$ cat config.mk
export PLATFORM = sky130hd
export DESIGN_NAME = ccd_timing_ctrl_flat
export DESIGN_NICKNAME = d
export VERILOG_FILES = /design/src/rtl/ccd_timing_ctrl_pkg.sv /design/src/rtl/ccd_timing_ctrl_if.sv /design/src/rtl/ccd_timing_ctrl_pix_clkgen.sv /design/src/rtl/ccd_timing_ctrl.sv /design/src/flat_wrapper.sv
export SDC_FILE = /design/constraint.sdc
export NUM_CORES = 1
export LEC_CHECK = 0
export ABC_AREA = 1
export CAP_MARGIN = 20
export CORE_ASPECT_RATIO = 1.4
export CORE_MARGIN = 1
export CORE_UTILIZATION = 60
export DETAILED_ROUTE_END_ITERATION = 10
export PLACE_DENSITY = 0.88
export SKIP_CTS_REPAIR_TIMING = 1
export SYNTH_ARGS = -nofsm -noshare
export SYNTH_HDL_FRONTEND = slang
export SYNTH_SLANG_ARGS = --single-unit
export TNS_END_PERCENT = 1
$ cat constraint.sdc
create_clock -name sys_clk -period 3.85 [get_ports sys_clk]
set_input_delay 1.155 -clock sys_clk [delete_from_list [all_inputs] [get_ports sys_clk]]
set_output_delay 1.155 -clock sys_clk [all_outputs]
set_load 0.01 [all_outputs]
$ cat src/rtl/ccd_timing_ctrl_pkg.sv
// Shared definitions for the linear-CCD line timing sequencer and the AD9945 sampling driver.
// Optional line counter is enabled by defining CCD_LINE_CNT_EN.
package ccd_pkg;

    localparam int unsigned PIX_NUM_DEF   = 2048;
    localparam int unsigned DUMMY_NUM_DEF = 10;

    typedef enum logic [2:0] {
        IDLE,
        SH_SETUP,
        SH_PULSE,
        SH_HOLD,
        SHIFT,
        WAIT
    } ccd_state_t;

    // Shortest legal line: guarded transfer pulse followed by a complete shift-out.
    function automatic int unsigned t_min(input int unsigned sh_guard,
                                          input int unsigned sh_width,
                                          input int unsigned dummy_num,
                                          input int unsigned pix_num,
                                          input int unsigned f_half);
        return 2 * sh_guard + sh_width + (dummy_num + pix_num) * 2 * f_half;
    endfunction

endpackage

$ cat src/rtl/ccd_timing_ctrl_if.sv
// Control/status and CCD drive bundle of ccd_timing_ctrl.
// line_cnt exists only when CCD_LINE_CNT_EN is defined.
interface ccd_timing_ctrl_if #(
    parameter int unsigned INT_W = 24
);
    logic             start;
    logic             cont_mode;
    logic [INT_W-1:0] int_time;
    logic             busy;
    logic             sh;
    logic             f1;
    logic             f2;
    logic             rs;
    logic             line_done;
`ifdef CCD_LINE_CNT_EN
    logic [15:0]      line_cnt;
`endif

    modport master (
`ifdef CCD_LINE_CNT_EN
        input  line_cnt,
`endif
        output start, cont_mode, int_time,
        input  busy, sh, f1, f2, rs, line_done
    );

    modport slave (
`ifdef CCD_LINE_CNT_EN
        output line_cnt,
`endif
        input  start, cont_mode, int_time,
        output busy, sh, f1, f2, rs, line_done
    );

endinterface

$ cat src/rtl/ccd_timing_ctrl_pix_clkgen.sv
// Pixel-phase counter and f1/f2/rs decode for the SHIFT segment of a CCD line.
// en is the *next-cycle* shift qualifier so all outputs come straight from flops.
module ccd_pix_clkgen #(
    parameter int unsigned F_HALF     = 10,
    parameter int unsigned RS_P_WIDTH = 2
) (
    input  logic sys_clk,
    input  logic rst,
    input  logic en,
    input  logic f1_hold,
    output logic f1,
    output logic f2,
    output logic rs
);

    localparam int unsigned PH_W = $clog2(2 * F_HALF) + 1;
    localparam logic [PH_W-1:0] PH_LAST = PH_W'(2 * F_HALF - 1);
    localparam logic [PH_W-1:0] PH_HALF = PH_W'(F_HALF);
    localparam logic [PH_W-1:0] PH_RS   = PH_W'(RS_P_WIDTH);

    logic            active;
    logic [PH_W-1:0] ph;
    logic [PH_W-1:0] ph_next;

    // Phase restarts at 0 on SHIFT entry so the first cycle carries an f2 rise.
    always_comb begin
        ph_next = '0;
        if (en && active)
            ph_next = (ph == PH_LAST) ? '0 : ph + PH_W'(1);
    end

    always_ff @(posedge sys_clk or posedge rst) begin
        if (rst) begin
            active <= 1'b0;
            ph     <= '0;
            f1     <= 1'b0;
            f2     <= 1'b0;
            rs     <= 1'b0;
        end else begin
            active <= en;
            ph     <= ph_next;
            if (en) begin
                f2 <= (ph_next < PH_HALF);
                f1 <= !(ph_next < PH_HALF);
                rs <= (ph_next < PH_RS);
            end else begin
                f2 <= 1'b0;
                f1 <= f1_hold;
                rs <= 1'b0;
            end
        end
    end

endmodule

$ cat src/rtl/ccd_timing_ctrl.sv
// Linear-CCD line timing sequencer: sh transfer gate, f1/f2 shift clocks and rs reset gate.
// Define CCD_LINE_CNT_EN to add the 16-bit completed-line counter output.
module ccd_timing_ctrl
    import ccd_pkg::*;
#(
    parameter int unsigned PIX_NUM    = PIX_NUM_DEF,
    parameter int unsigned DUMMY_NUM  = DUMMY_NUM_DEF,
    parameter int unsigned F_HALF     = 10,
    parameter int unsigned RS_P_WIDTH = 2,
    parameter int unsigned SH_WIDTH   = 100,
    parameter int unsigned SH_GUARD   = 20,
    parameter int unsigned INT_W      = 24
) (
    input  logic               sys_clk,
    input  logic               rst,
    ccd_timing_ctrl_if.slave   bus
);

    localparam int unsigned T_MIN = t_min(SH_GUARD, SH_WIDTH, DUMMY_NUM, PIX_NUM, F_HALF);

    localparam logic [INT_W-1:0] SETUP_END = INT_W'(SH_GUARD - 1);
    localparam logic [INT_W-1:0] PULSE_END = INT_W'(SH_GUARD + SH_WIDTH - 1);
    localparam logic [INT_W-1:0] HOLD_END  = INT_W'(2 * SH_GUARD + SH_WIDTH - 1);
    localparam logic [INT_W-1:0] SHIFT_END = INT_W'(T_MIN - 1);

    ccd_state_t       state, state_next;
    logic [INT_W-1:0] lc, lc_next;
    logic [INT_W-1:0] lp_req, lp_req_next;
    logic [INT_W-1:0] lp_m1;
    logic             line_end;
    logic             sh_d, busy_d, line_done_d, f1_hold, shift_en;
    logic             sh_q, busy_q, line_done_q;
    logic             f1_w, f2_w, rs_w;

    assign lp_m1    = (lp_req > SHIFT_END) ? lp_req - INT_W'(1) : SHIFT_END;
    // lc only reaches lp_m1 inside SHIFT on its last cycle, since LP >= T_MIN.
    assign line_end = ((state == SHIFT) || (state == WAIT)) && (lc == lp_m1);

    always_ff @(posedge sys_clk or posedge rst) begin
        if (rst) begin
            state       <= IDLE;
            lc          <= '0;
            lp_req      <= '0;
            sh_q        <= 1'b0;
            busy_q      <= 1'b0;
            line_done_q <= 1'b0;
        end else begin
            state       <= state_next;
            lc          <= lc_next;
            lp_req      <= lp_req_next;
            sh_q        <= sh_d;
            busy_q      <= busy_d;
            line_done_q <= line_done_d;
        end
    end

    always_comb begin
        state_next = state;
        case (state)
            IDLE:     if (bus.start)         state_next = SH_SETUP;
            SH_SETUP: if (lc == SETUP_END)   state_next = SH_PULSE;
            SH_PULSE: if (lc == PULSE_END)   state_next = SH_HOLD;
            SH_HOLD:  if (lc == HOLD_END)    state_next = SHIFT;
            SHIFT: begin
                if (line_end)                state_next = bus.cont_mode ? SH_SETUP : IDLE;
                else if (lc == SHIFT_END)    state_next = WAIT;
            end
            WAIT:     if (line_end)          state_next = bus.cont_mode ? SH_SETUP : IDLE;
            default:                         state_next = IDLE;
        endcase

        lc_next     = lc + INT_W'(1);
        lp_req_next = lp_req;
        if ((state_next == SH_SETUP) && (state != SH_SETUP)) begin
            lc_next     = '0;
            lp_req_next = bus.int_time;
        end
    end

    // Outputs are decoded from the next state so every pin is a flop aligned with its state.
    always_comb begin
        sh_d        = (state_next == SH_PULSE);
        busy_d      = (state_next != IDLE);
        shift_en    = (state_next == SHIFT);
        f1_hold     = (state_next inside {SH_SETUP, SH_PULSE, SH_HOLD, WAIT});
        line_done_d = ((state_next == SHIFT) || (state_next == WAIT)) && (lc_next == lp_m1);
    end

    ccd_pix_clkgen #(
        .F_HALF     (F_HALF),
        .RS_P_WIDTH (RS_P_WIDTH)
    ) u_pix_clkgen (
        .sys_clk (sys_clk),
        .rst     (rst),
        .en      (shift_en),
        .f1_hold (f1_hold),
        .f1      (f1_w),
        .f2      (f2_w),
        .rs      (rs_w)
    );

    assign bus.sh        = sh_q;
    assign bus.f1        = f1_w;
    assign bus.f2        = f2_w;
    assign bus.rs        = rs_w;
    assign bus.busy      = busy_q;
    assign bus.line_done = line_done_q;

`ifdef CCD_LINE_CNT_EN
    logic [15:0] line_cnt_q;

    always_ff @(posedge sys_clk or posedge rst) begin
        if (rst)
            line_cnt_q <= '0;
        else if ((state == IDLE) && bus.start)
            line_cnt_q <= '0;
        else if (line_done_q)
            line_cnt_q <= line_cnt_q + 16'd1;
    end

    assign bus.line_cnt = line_cnt_q;
`endif

endmodule

$ cat src/flat_wrapper.sv
// flat-port wrapper written by rule: the top's interface ports become plain ports
module ccd_timing_ctrl_flat import ccd_pkg::*;
#(
    parameter int unsigned PIX_NUM    = PIX_NUM_DEF,
    parameter int unsigned DUMMY_NUM  = DUMMY_NUM_DEF,
    parameter int unsigned F_HALF     = 10,
    parameter int unsigned RS_P_WIDTH = 2,
    parameter int unsigned SH_WIDTH   = 100,
    parameter int unsigned SH_GUARD   = 20,
    parameter int unsigned INT_W      = 24
)
  (sys_clk, rst, bus_start, bus_cont_mode, bus_int_time, bus_busy, bus_sh, bus_f1, bus_f2, bus_rs, bus_line_done);
  ccd_timing_ctrl_if #(.INT_W(INT_W)) bus_i ();
  input  logic sys_clk;
  input  logic rst;
  input wire logic [$bits(bus_i.start)-1:0] bus_start;
  input wire logic [$bits(bus_i.cont_mode)-1:0] bus_cont_mode;
  input wire logic [$bits(bus_i.int_time)-1:0] bus_int_time;
  output wire logic [$bits(bus_i.busy)-1:0] bus_busy;
  output wire logic [$bits(bus_i.sh)-1:0] bus_sh;
  output wire logic [$bits(bus_i.f1)-1:0] bus_f1;
  output wire logic [$bits(bus_i.f2)-1:0] bus_f2;
  output wire logic [$bits(bus_i.rs)-1:0] bus_rs;
  output wire logic [$bits(bus_i.line_done)-1:0] bus_line_done;
  assign bus_i.start = bus_start;
  assign bus_i.cont_mode = bus_cont_mode;
  assign bus_i.int_time = bus_int_time;
  assign bus_busy = bus_i.busy;
  assign bus_sh = bus_i.sh;
  assign bus_f1 = bus_i.f1;
  assign bus_f2 = bus_i.f2;
  assign bus_rs = bus_i.rs;
  assign bus_line_done = bus_i.line_done;
  ccd_timing_ctrl #(.PIX_NUM(PIX_NUM), .DUMMY_NUM(DUMMY_NUM), .F_HALF(F_HALF), .RS_P_WIDTH(RS_P_WIDTH), .SH_WIDTH(SH_WIDTH), .SH_GUARD(SH_GUARD), .INT_W(INT_W)) u_core (.sys_clk(sys_clk), .rst(rst), .bus(bus_i));
endmodule
# [After elaboration in Yosys (flattened, before gate mapping)]
# Index checks and enable logic that the tools add are counted.
[classes] n_addsub=3 n_lt_le_gt_ge=3 eq_ne=18 muxes=16 n_reduce_logical=10
[ops] cell="$eq 24x24->1" count=2
[ops] cell="$mux 24" count=2
[ops] cell="$add 24x1->24 const B" count=1
[ops] cell="$eq 24x16->1 const B" count=1
[ops] cell="$eq 24x5->1 const B" count=1
[ops] cell="$eq 24x7->1 const B" count=1
[ops] cell="$eq 24x8->1 const B" count=1
[ops] cell="$gt 24x16->1 const B" count=1
[ops] cell="$sub 24x1->24 const B" count=1
[ops] cell="$mux 3" count=7
[ops] cell="$pmux 3 s6" count=1
[ops] cell="$eq 3x2->1 const B" count=4
[ops] cell="$eq 3x3->1 const B" count=4
[ops] cell="$mux 6" count=2
[ops] cell="$add 6x1->6 const B" count=1
[ops] cell="$eq 3x1->1 const B" count=2
[ops] cell="$eq 6x5->1 const B" count=1
[ops] cell="$lt 6x2->1 const B" count=1
[ops] cell="$lt 6x4->1 const B" count=1
[ops] cell="$logic_and 1x1->1" count=4
[ops] cell="$mux 1" count=4
[ops] cell="$reduce_bool 4->1" count=1
[ops] cell="$logic_not 3->1" count=1
[ops] cell="$ne 3x1->1 const B" count=1
[ops] cell="3 further kinds" count=4
[totals] reg_bits=64 input_bits=28 output_inout_bits=6

# [Logic depth before layout (Yosys ltp)]
[logic_depth] word_depth=12 ltp_mapped=30 ltp_nobuf=28

# [Modules after synthesis]
# From an unflattened synthesis, not the netlist that was laid out.
[hier_totals] hier_cells=829 hier_area_um2=5096.1
[by_module_without_submodules] module="ccd_timing_ctrl" instances=1 cells_each=767 area_each_um2=4600.7 seq_area_each_um2=1351.3
[by_module_without_submodules] module="ccd_pix_clkgen" instances=1 cells_each=62 area_each_um2=495.5 seq_area_each_um2=250.2

# [Worst setup path after synthesis]
# No wires, ideal clock.
[synth_timing] path_kind="reg2reg" startpoint="reg u_core.lp_req[0]" endpoint="reg u_core.u_pix_clkgen.f2" setup_ps=115 arrival_ps=2782 required_ps=3735 setup_slack_ps=953 path_stages_with_launch=26 n_path_buf=0 period_less_slack_ps=2897 cell_sequence="dfrtp_1 -> inv_1 -> ha_1 -> nand3_1 -> nor2_1 -> nand2_1 -> nor2_1 -> nand2_1 -> nand2_1 -> nand2_2 -> nand2_1 -> nand3_1 -> nor2_1 -> nand2_1 -> nor2_2 -> nand3_1 -> a21oi_2 -> nand2_2 -> nor2_2 -> nand2_1 -> a21oi_1 -> inv_2 -> o21ai_1 -> nand2_1 -> nand2_1 -> nor2_1"
[synth_between] elab_chain_cells=11 elab_cells_between_ends=13
[synth_lines] item="start: declaration" line="ccd_timing_ctrl.sv:28" source="logic [INT_W-1:0] lp_req, lp_req_next;"
[synth_lines] item="start signal: assignment" line="ccd_timing_ctrl.sv:50" source="lp_req <= lp_req_next;"
[synth_lines] item="$sub 24x1->24 / $gt 24x16->1 (equally long branches)" line="ccd_timing_ctrl.sv:35" source="assign lp_m1 = (lp_req > SHIFT_END) ? lp_req - INT_W'(1) : SHIFT_END;"
[synth_lines] item="$mux 24 *" line="ccd_timing_ctrl.sv:35"
[synth_lines] item="$eq 24x24->1 *" line="ccd_timing_ctrl.sv:37" source="assign line_end = ((state == SHIFT) || (state == WAIT)) && (lc == lp_m1);"
[synth_lines] item="$logic_and 1x1->1 *" line="ccd_timing_ctrl.sv:37"
[synth_lines] item="$mux 3 (on tied branches)" line="ccd_timing_ctrl.sv:68, ccd_timing_ctrl.sv:65"
[synth_lines] item="$pmux 3 s6 *" line="ccd_timing_ctrl.sv:59" source="case (state)"
[synth_lines] item="named net u_core.state_next[0]" line="ccd_timing_ctrl.sv:26" source="ccd_state_t state, state_next;"
[synth_lines] item="$eq 3x3->1 *" line="ccd_timing_ctrl.sv:84" source="shift_en = (state_next == SHIFT);"
[synth_lines] item="named net u_core.shift_en" line="ccd_timing_ctrl.sv:31" source="logic sh_d, busy_d, line_done_d, f1_hold, shift_en;"
[synth_lines] item="$logic_and 1x1->1" line="ccd_timing_ctrl_pix_clkgen.sv:28" source="if (en && active)"
[synth_lines] item="$mux 6" line="ccd_timing_ctrl_pix_clkgen.sv:28"
[synth_lines] item="$lt 6x4->1" line="ccd_timing_ctrl_pix_clkgen.sv:43" source="f2 <= (ph_next < PH_HALF);"
[synth_lines] item="$mux 1 *" line="ccd_timing_ctrl_pix_clkgen.sv:42" source="if (en) begin"
[synth_lines] item="end signal: assignment" line="ccd_timing_ctrl_pix_clkgen.sv:43"
[synth_lines] item="end: declaration" line="ccd_timing_ctrl_pix_clkgen.sv:12" source="output logic f2,"
# The timed path passes the listed nets; every way through them passes the cells marked *.
# A chain may end at the register's enable or synchronous reset.

# [Final worst setup path]
[layout_timing] startpoint="reg u_core.lp_req[23]" endpoint="reg u_core.line_done_q, in the netlist u_core.bus.line_done"
[layout_between] elab_chain_cells=11 elab_cells_between_ends=16
[layout_lines] item="$sub 24x1->24 / $gt 24x16->1 (equally long branches)" line="ccd_timing_ctrl.sv:35"
[layout_lines] item="$mux 24 *" line="ccd_timing_ctrl.sv:35"
[layout_lines] item="$eq 24x24->1 *" line="ccd_timing_ctrl.sv:37"
[layout_lines] item="$logic_and 1x1->1 *" line="ccd_timing_ctrl.sv:37"
[layout_lines] item="$mux 3 (on tied branches)" line="ccd_timing_ctrl.sv:68, ccd_timing_ctrl.sv:65"
[layout_lines] item="$pmux 3 s6 *" line="ccd_timing_ctrl.sv:59"
[layout_lines] item="named net u_core.state_next[0]" line="ccd_timing_ctrl.sv:26"
[layout_lines] item="$eq 3x1->1" line="ccd_timing_ctrl.sv:74" source="if ((state_next == SH_SETUP) && (state != SH_SETUP)) begin"
[layout_lines] item="$logic_and 1x1->1" line="ccd_timing_ctrl.sv:74"
[layout_lines] item="$mux 24" line="ccd_timing_ctrl.sv:74"
[layout_lines] item="$eq 24x24->1" line="ccd_timing_ctrl.sv:86" source="line_done_d = ((state_next == SHIFT) || (state_next == WAIT)) && (lc_next == lp_m1);"
[layout_lines] item="$logic_and 1x1->1 *" line="ccd_timing_ctrl.sv:86"
[layout_lines] item="named net u_core.line_done_d" line="ccd_timing_ctrl.sv:31"
[layout_lines] item="end signal: assignment" line="ccd_timing_ctrl.sv:53" source="line_done_q <= line_done_d;"
[layout_lines] item="end: declaration" line="ccd_timing_ctrl.sv:32" source="logic sh_q, busy_q, line_done_q;"
# Marked as above.

==> run_results.csv <==
group,metric,value,unit
setup_path,critical_path_class,"reg2reg",
min_path,hp-start,"u_core.u_pix_clkgen.ph[0]",
route,num_vias,5213,
sta,grt_setup_unrepaired,"no",
setup_path,crit_family,"simple AND/OR/NAND/NOR gates",
sta,slew_violations,0,
yosys,ys.flop_type,"dfrtp_1",
yosys,syn_inst,774,
sta,finalClockSkew,6.962,ps
sta,tightest_slew,672.7,ps
sta,fin_crit,3645,ps
die,io_pins,34,
cts,cts_max_path_buffers,2,
setup_path,reg2reg_slack,200,ps
place,io_buffer_count,33,
finish,drive_gt1_share,10.58,%
die,core-area,8100,sq um
power_and_ir_drop,cellLeakagePower,3.064,nW
setup_path,critPathArrivalTime,3910,ps
sta,fmax,0.2743,GHz
setup_path,slowest_delay,410,ps
yosys,synth_area_leader_cell,"dfrtp_1",
yosys,synthMostInstantiatedCell,"nand2_1",
die,die_width,79.02,um
setup_path,cp_slowest_cell,"dfrtp_1",
setup_path,r2r-start,"u_core.lp_req[23]",
place,hpwl,11070,um
route,avgRoutedWirePerCell,15.76,um
cts,htree_levels,3,
route,drcViolationCount,0,
sta,fin_hold_ws,485.1,ps
sta,setup-tns-final,0,ps
cts,cts_tree,"done",
route,vias_per_cell,5.642,
die,dieArea,8677,sq um
cts,cts_buffers,9,
route,drt-total-wl,14560,um
global_routing,overflow,0,
min_path,hold_class,"reg2reg",
global_routing,grt_max_degree,47,
cts,clkLatencyLatePin,340,ps
job,maxCapViolations,0,
die,placementRows,39,
setup_path,crit_path_start,"u_core.lp_req[23]",
run_status,status,"finished clean",
sta,setup_viol,0,
sta,hold_viol,0,
place,gp_congestion,1.027,
route,first_pass_iters,6,
yosys,synth_cell_types,35,
sta,relSlewSlack,55.09,%
cts,cts-root-buf,"clkbuf_16",
power_and_ir_drop,ir_worst_vdd,229.1,uV
global_routing,antenna_found_initial,0,
global_routing,grt_first_pass_wirelength,23180,um
route,dr.first_iter.drc_count,463,
yosys,synth_common_cells,"nand2_1 (240), inv_1 (124), nor2_1 (88), dfrtp_1 (64), nand3_1 (62)",
setup_path,worst_path_most_repeated_cell,"nand2_1",
yosys,syn_area_per_cell,6.437,sq um
finish,nNetsFinal,849,
yosys,synth_enable_flop_cells,0,
sta,period_share,94.68,%
die,die_h,109.8,um
global_routing,grt_pass1_vias,4891,
die,start_util,61.51,%
finish,synthToLayoutAreaGrowth,17.08,%
global_routing,grt.total_usage,35.47,%
yosys,synth_nets,806,
yosys,async_flop_share,100.0,%
yosys,yosys_warnings,0,
cts,path_clk_slew,60,ps
setup_path,worstPathMaxFanout,22,
setup_path,worstPathRequired,4120,ps
setup_path,crit_path_start_kind,"flip-flop",
setup_path,path_buf_inv,2,
yosys,synth-seq-cells,64,
route,postRouteAntennaNets,0,
yosys,synth_seq_area_share,32.14,%
cts,cts.sink_count,64,
yosys,synthTopCellsByArea,"dfrtp_1 (32%), nand2_1 (18%), inv_1 (9.3%)",
power_and_ir_drop,powerDensity,274.7,nW/um^2
yosys,netlist_area,4982,sq um
setup_path,critPathCaptureType,"flip-flop",
finish,diodes,0,
yosys,synth_top_cell_area_share,32.14,%
[power breakdown]
part / internal (mW) / switching [mW] / total (mW)
clock: 0.567 / 0.319 / 0.886
combinational: 0.0251 / 0.0183 / 0.0434
sequential: 0.673 / 0 / 0.673
[state kept, by name, indices dropped and copies added, names as in the netlist]
signal and cells:
u_core.lc 24, u_core.lp_req 24, u_core.u_pix_clkgen.ph 6, u_core.state 3, u_core.bus.busy 1, u_core.bus.line_done 1
u_core.bus.sh 1, u_core.u_pix_clkgen.active 1, u_core.u_pix_clkgen.f1 1, u_core.u_pix_clkgen.f2 1, u_core.u_pix_clkgen.rs 1
[per-stage QoR]
stage	instances	instance area (sq um)	total power [mW]	setup WS, ps	util [%]
5_1_grt	924	5833	1.645	2.942	72.01
3_3_place_gp	908	5480	0.7282	201.5	67.66
6_report	924	5833	1.602	204.8	72.01
2_1_floorplan	774	4982	0.6950	953.1	-
4_1_cts	924	5801	1.612	103.3	71.61
3_5_place_dp	908	5480	0.7292	151.2	67.66
[worst paths after layout]
check	to	cells past startpoint
max in group asynchronous	u_core.lp_req[20]	3
max reg2reg	u_core.bus.line_done	26
max	u_core.bus.line_done	26
min	u_core.u_pix_clkgen.ph[0]	1
min in group asynchronous	u_core.bus.busy	2
min reg2reg	u_core.u_pix_clkgen.ph[0]	1
[layer usage]
layer,part of all wire [%],global-route usage [%]
met1,37,38.45
met2,51,63.42
met3,6.2,5.643
met4,5.5,23.12
met5,0,0
[cells by family (layout without fill, tap and decap cells)]
kind of cell | Yosys count | after routing | synth area share, %
AO/OA/AOI/OAI | 40 | 40 | 4.520
XOR/XNOR | 37 | 37 | 6.504
adder cells (fa/ha/maj) | 4 | 4 | 1.005
buffers and inverters | 150 | 198 | 12.48
flip-flops | 64 | 64 | 32.14
AND/OR/NAND/NOR | 479 | 479 | 43.35
[cell usage in the layout, fill, tap and decap left out, types with 2 or more instances in the layout]
cell             synthesis  routed
o21ai_0                 28      28
nor2_1                  88      85
buf_4                    1      10
nand2_2                 11      11
nand4_1                 24      24
nand3_2                  7       7
a21oi_1                  4       4
dfrtp_1                 64      64
clkinv_2                 0       2
clkbuf_16                0       9
buf_12                   0       4
inv_1                  124     123
ha_1                     4       3
nand3b_1                 6       6
nand2_1                240     240
o21ai_1                  3       3
nor2_4                   2       4
clkdlybuf4s50_1          0      33
nor4_1                   5       5
nand3_4                  1       2
xor2_1                  36      36
inv_2                   11      12
bufinv_16                0       2
nor2_2                  13      14
nand3_1                 62      61
nor3_1                  15      15
[layout make-up]
cell class	instances	area, sq um
Timing Repair Buffer	47	485.5
Inverter	135	506.7
Sequential cell	64	1602
Tap cell	102	127.6
Clock buffer	9	225.2
Clock inverter	7	95.09
Multi-Input combinational cell	560	2791
Fill cell	703	2267
Note: power is estimated with default switching activity, not from simulation.
